[src/rtl/cpu_run_controller_pkg.sv]
// cpu_ctrl_pkg: run-controller state encoding, end-cause flags and constants
// shared by the controller, its interface and its counters
package cpu_ctrl_pkg;

  typedef enum logic [1:0] {
    IDLE  = 2'd0,
    RUN   = 2'd1,
    DRAIN = 2'd2,
    DONE  = 2'd3
  } run_state_e;

  typedef struct packed {
    logic halted;
    logic timeout;
    logic aborted;
  } run_end_t;

  localparam logic [31:0] EBREAK = 32'h00100073;

  function automatic logic is_busy(run_state_e s);
    return (s == RUN) || (s == DRAIN);
  endfunction

endpackage

[src/rtl/cpu_run_controller_if.sv]
// cpu_run_controller_if: host memory-port requests and the gated
// versions forwarded to the core (address/data go straight to cpu)
interface cpu_run_controller_if;

  logic host_wen_ext;
  logic host_ren_ext;
  logic host_wen_ext_2;
  logic host_ren_ext_2;

  logic wen_ext;
  logic ren_ext;
  logic wen_ext_2;
  logic ren_ext_2;

  modport master (
    output host_wen_ext,
    output host_ren_ext,
    output host_wen_ext_2,
    output host_ren_ext_2,
    input  wen_ext,
    input  ren_ext,
    input  wen_ext_2,
    input  ren_ext_2
  );

  modport slave (
    input  host_wen_ext,
    input  host_ren_ext,
    input  host_wen_ext_2,
    input  host_ren_ext_2,
    output wen_ext,
    output ren_ext,
    output wen_ext_2,
    output ren_ext_2
  );

endinterface

[src/rtl/cpu_run_controller_counter.sv]
// run_cycle_counter: saturating up-counter with synchronous clear and
// a terminal-match flag; used for both run cycles and pipeline drain
module run_cycle_counter #(
  parameter int W = 32
) (
  input  logic         clk,
  input  logic         arst_n,
  input  logic         clr,
  input  logic         en,
  input  logic [W-1:0] terminal,
  output logic [W-1:0] count,
  output logic         match
);

  logic sat;

  assign sat   = &count;
  assign match = (count == terminal);

  always_ff @(posedge clk or negedge arst_n) begin
    if (!arst_n) begin
      count <= '0;
    end else if (clr) begin
      count <= '0;
    end else if (en && !sat) begin
      count <= count + W'(1);
    end
  end

endmodule

[src/rtl/cpu_run_controller.sv]
// cpu_run_controller: run/halt/drain sequencer and host-port gate for the core
// optional CPU_RUN_STEP_EN adds single-step inputs step and step_mode
module cpu_run_controller
  import cpu_ctrl_pkg::*;
#(
  parameter int          CNT_W        = 32,
  parameter int          DRAIN_CYCLES = 4,
  parameter logic [31:0] HALT_INSTR   = EBREAK
) (
  input  logic             clk,
  input  logic             arst_n,
  input  logic             start,
  input  logic             stop,
  input  logic [CNT_W-1:0] max_cycles,
  input  logic [31:0]      instr_if,
`ifdef CPU_RUN_STEP_EN
  input  logic             step,
  input  logic             step_mode,
`endif
  cpu_run_controller_if.slave ext,
  output logic             cpu_enable,
  output logic             busy,
  output logic             done,
  output logic             halted,
  output logic             timeout,
  output logic             aborted,
  output logic             ext_conflict,
  output logic [CNT_W-1:0] cycle_count
);

  localparam logic [CNT_W-1:0] DRAIN_TERM =
    (DRAIN_CYCLES > 0) ? CNT_W'(DRAIN_CYCLES - 1) : '0;

  // halt/timeout skip DRAIN entirely when there is nothing to drain
  localparam run_state_e END_STATE =
    (DRAIN_CYCLES == 0) ? DONE : DRAIN;

  run_state_e       state_q;
  run_state_e       state_d;
  run_end_t         end_q;
  run_end_t         end_d;
  logic [CNT_W-1:0] max_q;
  logic [CNT_W-1:0] max_d;
  logic [CNT_W-1:0] max_term;
  logic [CNT_W-1:0] unused_drain_cnt;
  logic             en_d;
  logic             done_d;
  logic             conflict_d;
  logic             host_req;
  logic             start_ok;
  logic             cnt_match;
  logic             drain_match;
  logic             halt_hit;
  logic             limit_hit;
  logic             run_en;
  logic             start_en;

`ifdef CPU_RUN_STEP_EN
  logic step_mode_q;
  logic step_mode_d;

  assign run_en   = !step_mode_q || step;
  assign start_en = !step_mode;
`else
  assign run_en   = 1'b1;
  assign start_en = 1'b1;
`endif

  assign host_req = ext.host_wen_ext   | ext.host_ren_ext |
                    ext.host_wen_ext_2 | ext.host_ren_ext_2;

  assign start_ok  = start && !is_busy(state_q);
  assign max_term  = max_q - CNT_W'(1);
  assign halt_hit  = cpu_enable && (instr_if == HALT_INSTR);
  assign limit_hit = cpu_enable && (max_q != '0) && cnt_match;

  assign halted  = end_q.halted;
  assign timeout = end_q.timeout;
  assign aborted = end_q.aborted;

  assign ext.wen_ext   = ext.host_wen_ext   & ~busy;
  assign ext.ren_ext   = ext.host_ren_ext   & ~busy;
  assign ext.wen_ext_2 = ext.host_wen_ext_2 & ~busy;
  assign ext.ren_ext_2 = ext.host_ren_ext_2 & ~busy;

  run_cycle_counter #(.W(CNT_W)) u_cycle_cnt (
    .clk      (clk),
    .arst_n   (arst_n),
    .clr      (start_ok),
    .en       (cpu_enable),
    .terminal (max_term),
    .count    (cycle_count),
    .match    (cnt_match)
  );

  // held clear outside DRAIN so every drain starts from zero
  run_cycle_counter #(.W(CNT_W)) u_drain_cnt (
    .clk      (clk),
    .arst_n   (arst_n),
    .clr      (state_q != DRAIN),
    .en       (state_q == DRAIN),
    .terminal (DRAIN_TERM),
    .count    (unused_drain_cnt),
    .match    (drain_match)
  );

  always_comb begin
    state_d    = state_q;
    en_d       = cpu_enable;
    done_d     = done;
    end_d      = end_q;
    max_d      = max_q;
    conflict_d = ext_conflict | (busy & host_req);
`ifdef CPU_RUN_STEP_EN
    step_mode_d = step_mode_q;
`endif
    unique case (state_q)
      IDLE, DONE: begin
        if (start) begin
          state_d    = RUN;
          en_d       = start_en;
          done_d     = 1'b0;
          end_d      = '0;
          max_d      = max_cycles;
          conflict_d = 1'b0;
`ifdef CPU_RUN_STEP_EN
          step_mode_d = step_mode;
`endif
        end
      end
      RUN: begin
        en_d = run_en;
        if (stop) begin
          state_d       = DONE;
          en_d          = 1'b0;
          done_d        = 1'b1;
          end_d.aborted = 1'b1;
        end else if (halt_hit) begin
          state_d      = END_STATE;
          en_d         = (END_STATE == DRAIN);
          done_d       = (END_STATE == DONE);
          end_d.halted = 1'b1;
        end else if (limit_hit) begin
          state_d       = END_STATE;
          en_d          = (END_STATE == DRAIN);
          done_d        = (END_STATE == DONE);
          end_d.timeout = 1'b1;
        end
      end
      DRAIN: begin
        en_d = 1'b1;
        if (stop) begin
          state_d       = DONE;
          en_d          = 1'b0;
          done_d        = 1'b1;
          end_d.aborted = 1'b1;
        end else if (drain_match) begin
          state_d = DONE;
          en_d    = 1'b0;
          done_d  = 1'b1;
        end
      end
      default: begin
        state_d = IDLE;
        en_d    = 1'b0;
      end
    endcase
  end

  always_ff @(posedge clk or negedge arst_n) begin
    if (!arst_n) begin
      state_q      <= IDLE;
      cpu_enable   <= 1'b0;
      busy         <= 1'b0;
      done         <= 1'b0;
      end_q        <= '0;
      ext_conflict <= 1'b0;
      max_q        <= '0;
`ifdef CPU_RUN_STEP_EN
      step_mode_q  <= 1'b0;
`endif
    end else begin
      state_q      <= state_d;
      cpu_enable   <= en_d;
      busy         <= is_busy(state_d);
      done         <= done_d;
      end_q        <= end_d;
      ext_conflict <= conflict_d;
      max_q        <= max_d;
`ifdef CPU_RUN_STEP_EN
      step_mode_q  <= step_mode_d;
`endif
    end
  end

endmodule

[src/flat_wrapper.sv]
// flat-port wrapper written by rule: the top's interface ports become plain ports
module cpu_run_controller_flat import cpu_ctrl_pkg::*;
#(
  parameter int          CNT_W        = 32,
  parameter int          DRAIN_CYCLES = 4,
  parameter logic [31:0] HALT_INSTR   = EBREAK
)
  (clk, arst_n, start, stop, max_cycles, instr_if, cpu_enable, busy, done, halted, timeout, aborted, ext_conflict, cycle_count, ext_host_wen_ext, ext_host_ren_ext, ext_host_wen_ext_2, ext_host_ren_ext_2, ext_wen_ext, ext_ren_ext, ext_wen_ext_2, ext_ren_ext_2);
  cpu_run_controller_if ext_i ();
  input  logic clk;
  input  logic arst_n;
  input  logic start;
  input  logic stop;
  input  logic [CNT_W-1:0] max_cycles;
  input  logic [31:0] instr_if;
  output logic cpu_enable;
  output logic busy;
  output logic done;
  output logic halted;
  output logic timeout;
  output logic aborted;
  output logic ext_conflict;
  output logic [CNT_W-1:0] cycle_count;
  input wire logic [$bits(ext_i.host_wen_ext)-1:0] ext_host_wen_ext;
  input wire logic [$bits(ext_i.host_ren_ext)-1:0] ext_host_ren_ext;
  input wire logic [$bits(ext_i.host_wen_ext_2)-1:0] ext_host_wen_ext_2;
  input wire logic [$bits(ext_i.host_ren_ext_2)-1:0] ext_host_ren_ext_2;
  output wire logic [$bits(ext_i.wen_ext)-1:0] ext_wen_ext;
  output wire logic [$bits(ext_i.ren_ext)-1:0] ext_ren_ext;
  output wire logic [$bits(ext_i.wen_ext_2)-1:0] ext_wen_ext_2;
  output wire logic [$bits(ext_i.ren_ext_2)-1:0] ext_ren_ext_2;
  assign ext_i.host_wen_ext = ext_host_wen_ext;
  assign ext_i.host_ren_ext = ext_host_ren_ext;
  assign ext_i.host_wen_ext_2 = ext_host_wen_ext_2;
  assign ext_i.host_ren_ext_2 = ext_host_ren_ext_2;
  assign ext_wen_ext = ext_i.wen_ext;
  assign ext_ren_ext = ext_i.ren_ext;
  assign ext_wen_ext_2 = ext_i.wen_ext_2;
  assign ext_ren_ext_2 = ext_i.ren_ext_2;
  cpu_run_controller #(.CNT_W(CNT_W), .DRAIN_CYCLES(DRAIN_CYCLES), .HALT_INSTR(HALT_INSTR)) u_core (.clk(clk), .arst_n(arst_n), .start(start), .stop(stop), .max_cycles(max_cycles), .instr_if(instr_if), .ext(ext_i), .cpu_enable(cpu_enable), .busy(busy), .done(done), .halted(halted), .timeout(timeout), .aborted(aborted), .ext_conflict(ext_conflict), .cycle_count(cycle_count));
endmodule
[config.mk]
export PLATFORM = sky130hd
export DESIGN_NAME = cpu_run_controller_flat
export DESIGN_NICKNAME = d
export VERILOG_FILES = /design/src/rtl/cpu_run_controller_pkg.sv /design/src/rtl/cpu_run_controller_if.sv /design/src/rtl/cpu_run_controller_counter.sv /design/src/rtl/cpu_run_controller.sv /design/src/flat_wrapper.sv
export SDC_FILE = /design/constraint.sdc
export NUM_CORES = 1
export LEC_CHECK = 0
export BUFFER_PORTS_ARGS = -buffer_cell sky130_fd_sc_hd__buf_2
export CORE_MARGIN = 4
export CORE_UTILIZATION = 55
export DETAILED_ROUTE_END_ITERATION = 7
export PLACE_DENSITY = 0.87
export SLEW_MARGIN = 20
export SYNTH_ARGS = -nofsm -noshare
export SYNTH_HDL_FRONTEND = slang
export SYNTH_SLANG_ARGS = --single-unit
[constraint.sdc]
create_clock -name clk -period 3.5 [get_ports clk]
set_input_delay 0.35 -clock clk [delete_from_list [all_inputs] [get_ports clk]]
set_output_delay 0.35 -clock clk [all_outputs]
set_load 0.03 [all_outputs]
Word-level counts from Yosys, hierarchy flattened
Index checks and enable logic that the tools add are counted. W data, S select, Z words.

$add $sub $neg: 3. Eq/ne operators: 17. Reduce and logical (&&, ||, !) cells: 25. Bitwise operators: 10. Multiplexer cells: 33.

Operator list (number): $mux W32 (4); $add A32 B1 Y32 const B (2); $reduce_and A32 Y1 (2); $eq A32 B2 Y1 const B (1); $eq A32 B21 Y1 const B (1); $eq A32 B32 Y1 (1); $reduce_bool A32 Y1 (1); $sub A32 B1 Y32 const B (1); $mux W1 (16); $mux W2 (7); $ne A2 B2 Y1 const B (4); $eq A2 B2 Y1 const B (3); $logic_and A1 B1 Y1 (6); $ne A2 B1 Y1 const B (3); $pmux W1 S3 (2); $pmux W2 S3 (1); $reduce_bool A2 Y1 (3); $and A1 B1 Y1 (5); $reduce_and A5 Y1 (1); $eq A2 B1 Y1 const B (2); $ne A4 B2 Y1 const B (1); $or A1 B1 Y1 (4); $pmux W2 S2 (1); $reduce_and A2 Y1 (2); other kinds (10) (14).

Flip-flop bits (word level): 105. Word-level logic and storage cells: 99. Input bits: 72. Output and inout bits: 43.

Logic depth before layout (Yosys ltp)
Word-level depth: 9. Mapped depth: 11. Gate-level depth less buffers: 10.

Modules after synthesis
A second synthesis with hierarchy kept.

Cell total of the unflattened synthesis: 722. Area, all modules: 6877.8 sq um.

Modules (own cells, without submodules): cpu_run_controller (sequential area each 1026.0 sq um, area each 2489.9 sq um, cells an instance 240, times used 1); run_cycle_counter at u_core.u_cycle_cnt (sequential area each 800.8 sq um, area each 2202.1 sq um, cells an instance 240, times used 1); run_cycle_counter at u_core.u_drain_cnt (sequential area each 800.8 sq um, area each 2185.8 sq um, cells an instance 242, times used 1).

Worst setup path before layout
No wires, ideal clock.

Kind: register to register. Start: register u_core.max_q[14]. End: register u_core.busy. Cell stages (with the launch flop): 10. Required time: 3410 ps. Buffers on the path: 1. Setup time: 90 ps. Data arrival time: 2758 ps. Path slack: 652 ps. Period minus slack after synthesis: 2848 ps. Cells stage by stage: dfrtp_1 -> buf_6 -> or4_4 -> or2_1 -> or4_1 -> mux2i_1 -> a211oi_1 -> nand4_2 -> a311o_1 -> o221ai_1.

Longest elaborated chain between the ends: 9. Elaborated cells between the ends (all ways): 12. Those cells by class: add/sub (1); eq/ne (3); mux (4); reduce/logical (4).

RTL lines: from (decl) (RTL line cpu_run_controller.sv:42) `logic [CNT_W-1:0] max_q;`; from (signal assigned) (RTL line cpu_run_controller.sv:189) `max_q <= max_d;`; $sub A32 B1 Y32 / $reduce_bool A32 Y1 (equally long branches) (RTL line cpu_run_controller.sv:73, cpu_run_controller.sv:75); $eq A32 B32 Y1 / $logic_and A1 B1 Y1 (equally long branches) (RTL line cpu_run_controller_counter.sv:18, cpu_run_controller.sv:75); $logic_and A1 B1 Y1 (*) (RTL line cpu_run_controller.sv:75) `assign limit_hit = cpu_enable && (max_q != '0) && cnt_match;`; $mux W2 (*) (RTL line cpu_run_controller.sv:143) `end else if (limit_hit) begin`; $mux W2 (*) (RTL line cpu_run_controller.sv:138) `end else if (halt_hit) begin`; $mux W2 (*) (RTL line cpu_run_controller.sv:133) `if (stop) begin`; $pmux W2 S3 (*) (RTL line cpu_run_controller.sv:117) `unique case (state_q)`; $eq A2 B1 Y1 / $eq A2 B2 Y1 (equally long branches) (RTL line cpu_run_controller_pkg.sv:21) `return (s == RUN) || (s == DRAIN);`; $logic_or A1 B1 Y1 (*) (RTL line cpu_run_controller_pkg.sv:21); to (signal assigned) (RTL line cpu_run_controller.sv:185) `busy <= is_busy(state_d);`; to (decl) (RTL line cpu_run_controller.sv:22) `output logic busy,`.

Every way passes the cells marked *; elsewhere a longest branch is shown, timed or not. A chain may end at the register's enable or synchronous reset.

Worst setup path after layout
Start: register u_core.max_q[5]. End: register u_core.busy.

Same word-level chain as after synthesis.

==> flow_summary.html <==
<table>
<tr><th>Metric</th><th>Value</th></tr>
<tr><th colspan="2">Final layout</th></tr>
<tr><td>Fraction of layout instances using a drive strength above 1</td><td>around 22%</td></tr>
<tr><td>Diodes inserted</td><td>0</td></tr>
<tr><td>Final instance count without filler cells</td><td>~960</td></tr>
<tr><td>Final net count</td><td>885</td></tr>
<tr><td>Number of fill cells in the layout</td><td>900</td></tr>
<tr><td>Area growth from synthesis to final layout</td><td>16.2%</td></tr>
<tr><th colspan="2">Clocking</th></tr>
<tr><td>CTS tree</td><td>done</td></tr>
<tr><td>Postcts setup bufs</td><td>0</td></tr>
<tr><td>Clock Path Buffers</td><td>2</td></tr>
<tr><td>Number of H-tree branching levels</td><td>3</td></tr>
<tr><td>Post-cts hold buffer count</td><td>0</td></tr>
<tr><td>Post-CTS clock slew at the launch and capture registers of the worst setup and hold paths</td><td>0.07 ns</td></tr>
<tr><td>Post-CTS resize count</td><td>0</td></tr>
<tr><td>CTS Root Buffer Type</td><td>sky130_fd_sc_hd__clkbuf_16</td></tr>
<tr><td>Clk sink count</td><td>about 110</td></tr>
<tr><td>Clock buffer count from CTS</td><td>9</td></tr>
<tr><td>Later-pin clock latency in the skew report</td><td>0.35 ns</td></tr>
<tr><th colspan="2">Pwr</th></tr>
<tr><td>LEAKAGE</td><td>between 3 and 4 nW</td></tr>
<tr><td>VDD IR max</td><td>0.558 mV</td></tr>
<tr><td>Total chip power</td><td>approximately 4.8 mW</td></tr>
<tr><td>Pwr Density</td><td>636 nW/um^2</td></tr>
<tr><th colspan="2">Logic synthesis</th></tr>
<tr><td>Library cells used by synthesis</td><td>71</td></tr>
<tr><td>Warnings, synthesis</td><td>0</td></tr>
<tr><td>Synth top area cells</td><td>sky130_fd_sc_hd__dfrtp_1 (41%), sky130_fd_sc_hd__xnor2_1 (6.6%), sky130_fd_sc_hd__xor2_1 (5.1%), sky130_fd_sc_hd__mux2_2 (4.7%), sky130_fd_sc_hd__nor2_1 (3.7%)</td></tr>
<tr><td>Commonest cells post-synth</td><td>sky130_fd_sc_hd__dfrtp_1 (105), sky130_fd_sc_hd__nor2_1 (64), sky130_fd_sc_hd__nand2_1 (52), sky130_fd_sc_hd__xnor2_1 (49), sky130_fd_sc_hd__xor2_1 (38)</td></tr>
<tr><td>Library cell occupying the most area in the post-synthesis netlist</td><td>sky130_fd_sc_hd__dfrtp_1</td></tr>
<tr><td>Top flip-flop cell by instance count after synthesis</td><td>sky130_fd_sc_hd__dfrtp_1</td></tr>
<tr><td>Synth async-reset ratio</td><td>100%</td></tr>
<tr><td>Post-synth EDFFs</td><td>0</td></tr>
<tr><td>Sequential fraction of the synthesis area</td><td>40.6%</td></tr>
<tr><td>Leading cell type by number of instances after synthesis</td><td>sky130_fd_sc_hd__dfrtp_1</td></tr>
<tr><td>Xor and xnor fraction of the mapped netlist area</td><td>a little under an eighth</td></tr>
<tr><td>Post-Synth Simple-Gate Area</td><td>28.3%</td></tr>
<tr><td>Share of the synthesized area in the top cell type</td><td>approximately 41%</td></tr>
<tr><td>Dominant combinational cell family by area after synthesis</td><td>simple AND/OR/NAND/NOR gates</td></tr>
<tr><td>Count of state elements after synthesis</td><td>approximately 110</td></tr>
<tr><td>Complex-gate fraction of the synthesized area</td><td>10.2%</td></tr>
<tr><td>Arithmetic-cell share of the synthesized area counting full adders, half adders and majority gates</td><td>1.16%</td></tr>
<tr><td>Multiplexer share of the synthesized area</td><td>5.16%</td></tr>
<tr><td>Avg Synthesized Cell Area</td><td>9.27 sq um</td></tr>
<tr><td>Net count after synthesis</td><td>777</td></tr>
<tr><td>Count of mapped cells out of synthesis</td><td>approximately 700</td></tr>
<tr><td>Combined area of all synthesized cells</td><td>6480 sq um</td></tr>
<tr><th colspan="2">Die</th></tr>
<tr><td>Die Span X</td><td>117 um</td></tr>
<tr><td>Vertical die dimension</td><td>117 um</td></tr>
<tr><td>Full die area</td><td>13600 sq um</td></tr>
<tr><td>Starting Density</td><td>between 50% and 60%</td></tr>
<tr><td>Floorplan core area</td><td>11500 sq um</td></tr>
<tr><td>Row Count</td><td>39</td></tr>
<tr><td>Number of top-level design ports</td><td>~120</td></tr>
<tr><th colspan="2">STA</th></tr>
<tr><td>Headroom to the max-slew limit</td><td>35.0%</td></tr>
<tr><td>Final Hold Fails</td><td>0</td></tr>
<tr><td>Final worst clock skew</td><td>around 0.0065 ns</td></tr>
<tr><td>Setup TNS</td><td>0 ns</td></tr>
<tr><td>Setup repair after global routing missed its margin</td><td>no</td></tr>
<tr><td>Final worst path period share</td><td>91.4%</td></tr>
<tr><td>Setup violators final</td><td>0</td></tr>
<tr><td>Tightest Pin Transition</td><td>just under 1 ns</td></tr>
<tr><td>Fmax</td><td>0.313 GHz</td></tr>
<tr><td>Final count of pins violating max slew</td><td>0</td></tr>
<tr><td>Post-layout min period</td><td>3.20 ns</td></tr>
<tr><th colspan="2">Status</th></tr>
<tr><td>Status</td><td>completed</td></tr>
<tr><th colspan="2">GRT</th></tr>
<tr><td>First-pass GRT wire length</td><td>25.2 mm</td></tr>
<tr><td>Largest net degree at the start of global routing</td><td>79</td></tr>
<tr><td>Total routing resource utilization after global routing</td><td>23.3%</td></tr>
<tr><td>Overflow left after global routing</td><td>0</td></tr>
<tr><td>Vias in the first global route</td><td>about 5.2k</td></tr>
<tr><td>Initial antenna violation count</td><td>0</td></tr>
<tr><th colspan="2">Drt</th></tr>
<tr><td>Wire length per cell</td><td>16.6 um</td></tr>
<tr><td>Antenna Violating Nets Remaining</td><td>0</td></tr>
<tr><td>Count of vias placed by the detailed router</td><td>5618</td></tr>
<tr><td>Vias per std cell</td><td>a little under 6</td></tr>
<tr><td>Total Routed Length</td><td>15.8 mm</td></tr>
<tr><td>TritonRoute pass-1 iters</td><td>5</td></tr>
<tr><td>Initial drt markers</td><td>370</td></tr>
<tr><td>Post-route DRC violation count</td><td>0</td></tr>
<tr><th colspan="2">Worst setup path</th></tr>
<tr><td>Crit path required time</td><td>3.77 ns</td></tr>
<tr><td>Worst setup path endpoint</td><td>u_core.busy$_DFF_PN0_</td></tr>
<tr><td>Launch point of the worst path</td><td>u_core.max_q[5]$_DFFE_PN0P_</td></tr>
<tr><td>Endpoint of the most critical register-to-register path</td><td>u_core.busy$_DFF_PN0_</td></tr>
<tr><td>Critical path type</td><td>flop to flop</td></tr>
<tr><td>CP Launch Type</td><td>flop</td></tr>
<tr><td>Slack of the worst reg-to-reg path</td><td>0.30 ns</td></tr>
<tr><td>Critical Path End Type</td><td>flop</td></tr>
<tr><td>Maximum fanout along the worst path</td><td>9</td></tr>
<tr><td>Data arrival at the endpoint of the critical path</td><td>3.47 ns</td></tr>
<tr><td>Length in cells of the worst reg-to-reg path</td><td>8</td></tr>
<tr><td>Critical register-to-register path startpoint</td><td>u_core.max_q[5]$_DFFE_PN0P_</td></tr>
<tr><th colspan="2">Place</th></tr>
<tr><td>Routability cong.</td><td>about 0.95</td></tr>
<tr><td>Total instance count after detailed placement</td><td>approximately 940</td></tr>
<tr><td>HPWL after detailed placement</td><td>around 12 mm</td></tr>
<tr><td>Count of input and output buffers</td><td>about 110</td></tr>
<tr><th colspan="2">Run</th></tr>
<tr><td>Number of violations of the max-capacitance limit</td><td>0</td></tr>
<tr><th colspan="2">Hold path</th></tr>
<tr><td>Path category of the worst min-delay check</td><td>input port to asynchronous set/reset pin</td></tr>
</table>
[routing by layer]
layer | part of all wire (%) | track usage, %
met2 | 50 | 39.5
met5 | 0 | 0
met3 | 6.3 | 3.94
met4 | 2.4 | 8.94
met1 | 41 | 30.0
[state kept, by name (all words and copies together) (netlist names)]
name / cells
u_core.state_q: 2
u_core.busy: 1
u_core.u_cycle_cnt.count: 32
u_core.max_q: 32
u_core.u_drain_cnt.count: 32
u_core.aborted: 1
u_core.done: 1
u_core.cpu_enable: 1
u_core.timeout: 1
u_core.ext_conflict: 1
u_core.halted: 1
[cells by family (layout without fill, tap and decap cells)]
logic type	Yosys count	in the layout
mux	30	30
xor+xnor	87	87
compound gates	94	94
simple gates	331	331
fa+ha+maj	6	6
flops	105	105
buf+inv	46	159
[power breakdown]
group,internal [mW],total (mW),switching (mW)
sequential,1.47,1.89,0.424
clock,0.648,1.09,0.445
combinational,0.820,1.81,0.986
total,2.93,4.79,1.85
[area by class of cell]
cell class                      instances  area, sq um  share of cell area (%)
Clock buffer                           12          246                    3.28
Clock inverter                          4         76.3                    1.01
Inverter                               19         71.3                   0.948
Multi-Input combinational cell        548         3660                    48.7
Sequential cell                       105         2630                    34.9
Tap cell                              143          179                    2.38
Timing Repair Buffer                  124          661                    8.78
[worst max-delay path, stage by stage (launching register included)]
cell and delay [ns]:
sky130_fd_sc_hd__dfrtp_1 0.44, sky130_fd_sc_hd__nor3_1 0.51, sky130_fd_sc_hd__nand3_1 0.40, sky130_fd_sc_hd__or4_1 0.64
sky130_fd_sc_hd__mux2i_1 0.15, sky130_fd_sc_hd__a211oi_1 0.24, sky130_fd_sc_hd__nand4_2 0.28, sky130_fd_sc_hd__a311o_1 0.39
sky130_fd_sc_hd__o221ai_1 0.06
[worst min-delay path by stage]
stage	from	cells after the start	endpoint	slack, ns
after floorplan	arst_n	0	u_core.aborted$_DFFE_PN0P_	0.05
after global placement	u_core.done$_DFFE_PN0P_	1	u_core.done$_DFFE_PN0P_	0.47
after detailed placement	u_core.done$_DFFE_PN0P_	1	u_core.done$_DFFE_PN0P_	0.47
after CTS	arst_n	1	u_core.max_q[12]$_DFFE_PN0P_	0.19
after global routing	max_cycles[22]	2	u_core.max_q[22]$_DFFE_PN0P_	0.22
final	arst_n	1	u_core.max_q[12]$_DFFE_PN0P_	0.15
[cell usage in the layout (no fill, tap or decap), types with 19 or more instances in the layout]
cell and instances:
sky130_fd_sc_hd__xnor2_1 49, sky130_fd_sc_hd__nand3_1 31, sky130_fd_sc_hd__nor2_1 64, sky130_fd_sc_hd__nor3_1 22, sky130_fd_sc_hd__o21ai_0 20, sky130_fd_sc_hd__mux2_2 27, sky130_fd_sc_hd__nand4_1 22, sky130_fd_sc_hd__and2_1 31
sky130_fd_sc_hd__dfrtp_1 105, sky130_fd_sc_hd__xor2_1 38, sky130_fd_sc_hd__inv_1 19, sky130_fd_sc_hd__nand2_1 52, sky130_fd_sc_hd__nor4_1 21, sky130_fd_sc_hd__buf_2 113
[per-stage QoR]
step	setup slack [ns]	util, %	instance area, sq um	hold WS [ns]
detailed placement	0.358	62.8	7200	0.465
CTS	0.330	65.6	7530	0.193
global placement	0.402	62.8	7200	0.471
global route	0.127	65.6	7530	0.221
finish	0.302	65.6	7530	0.149
floorplan	0.652	-	6480	0.0544
Power figures use the tool's default switching activity.
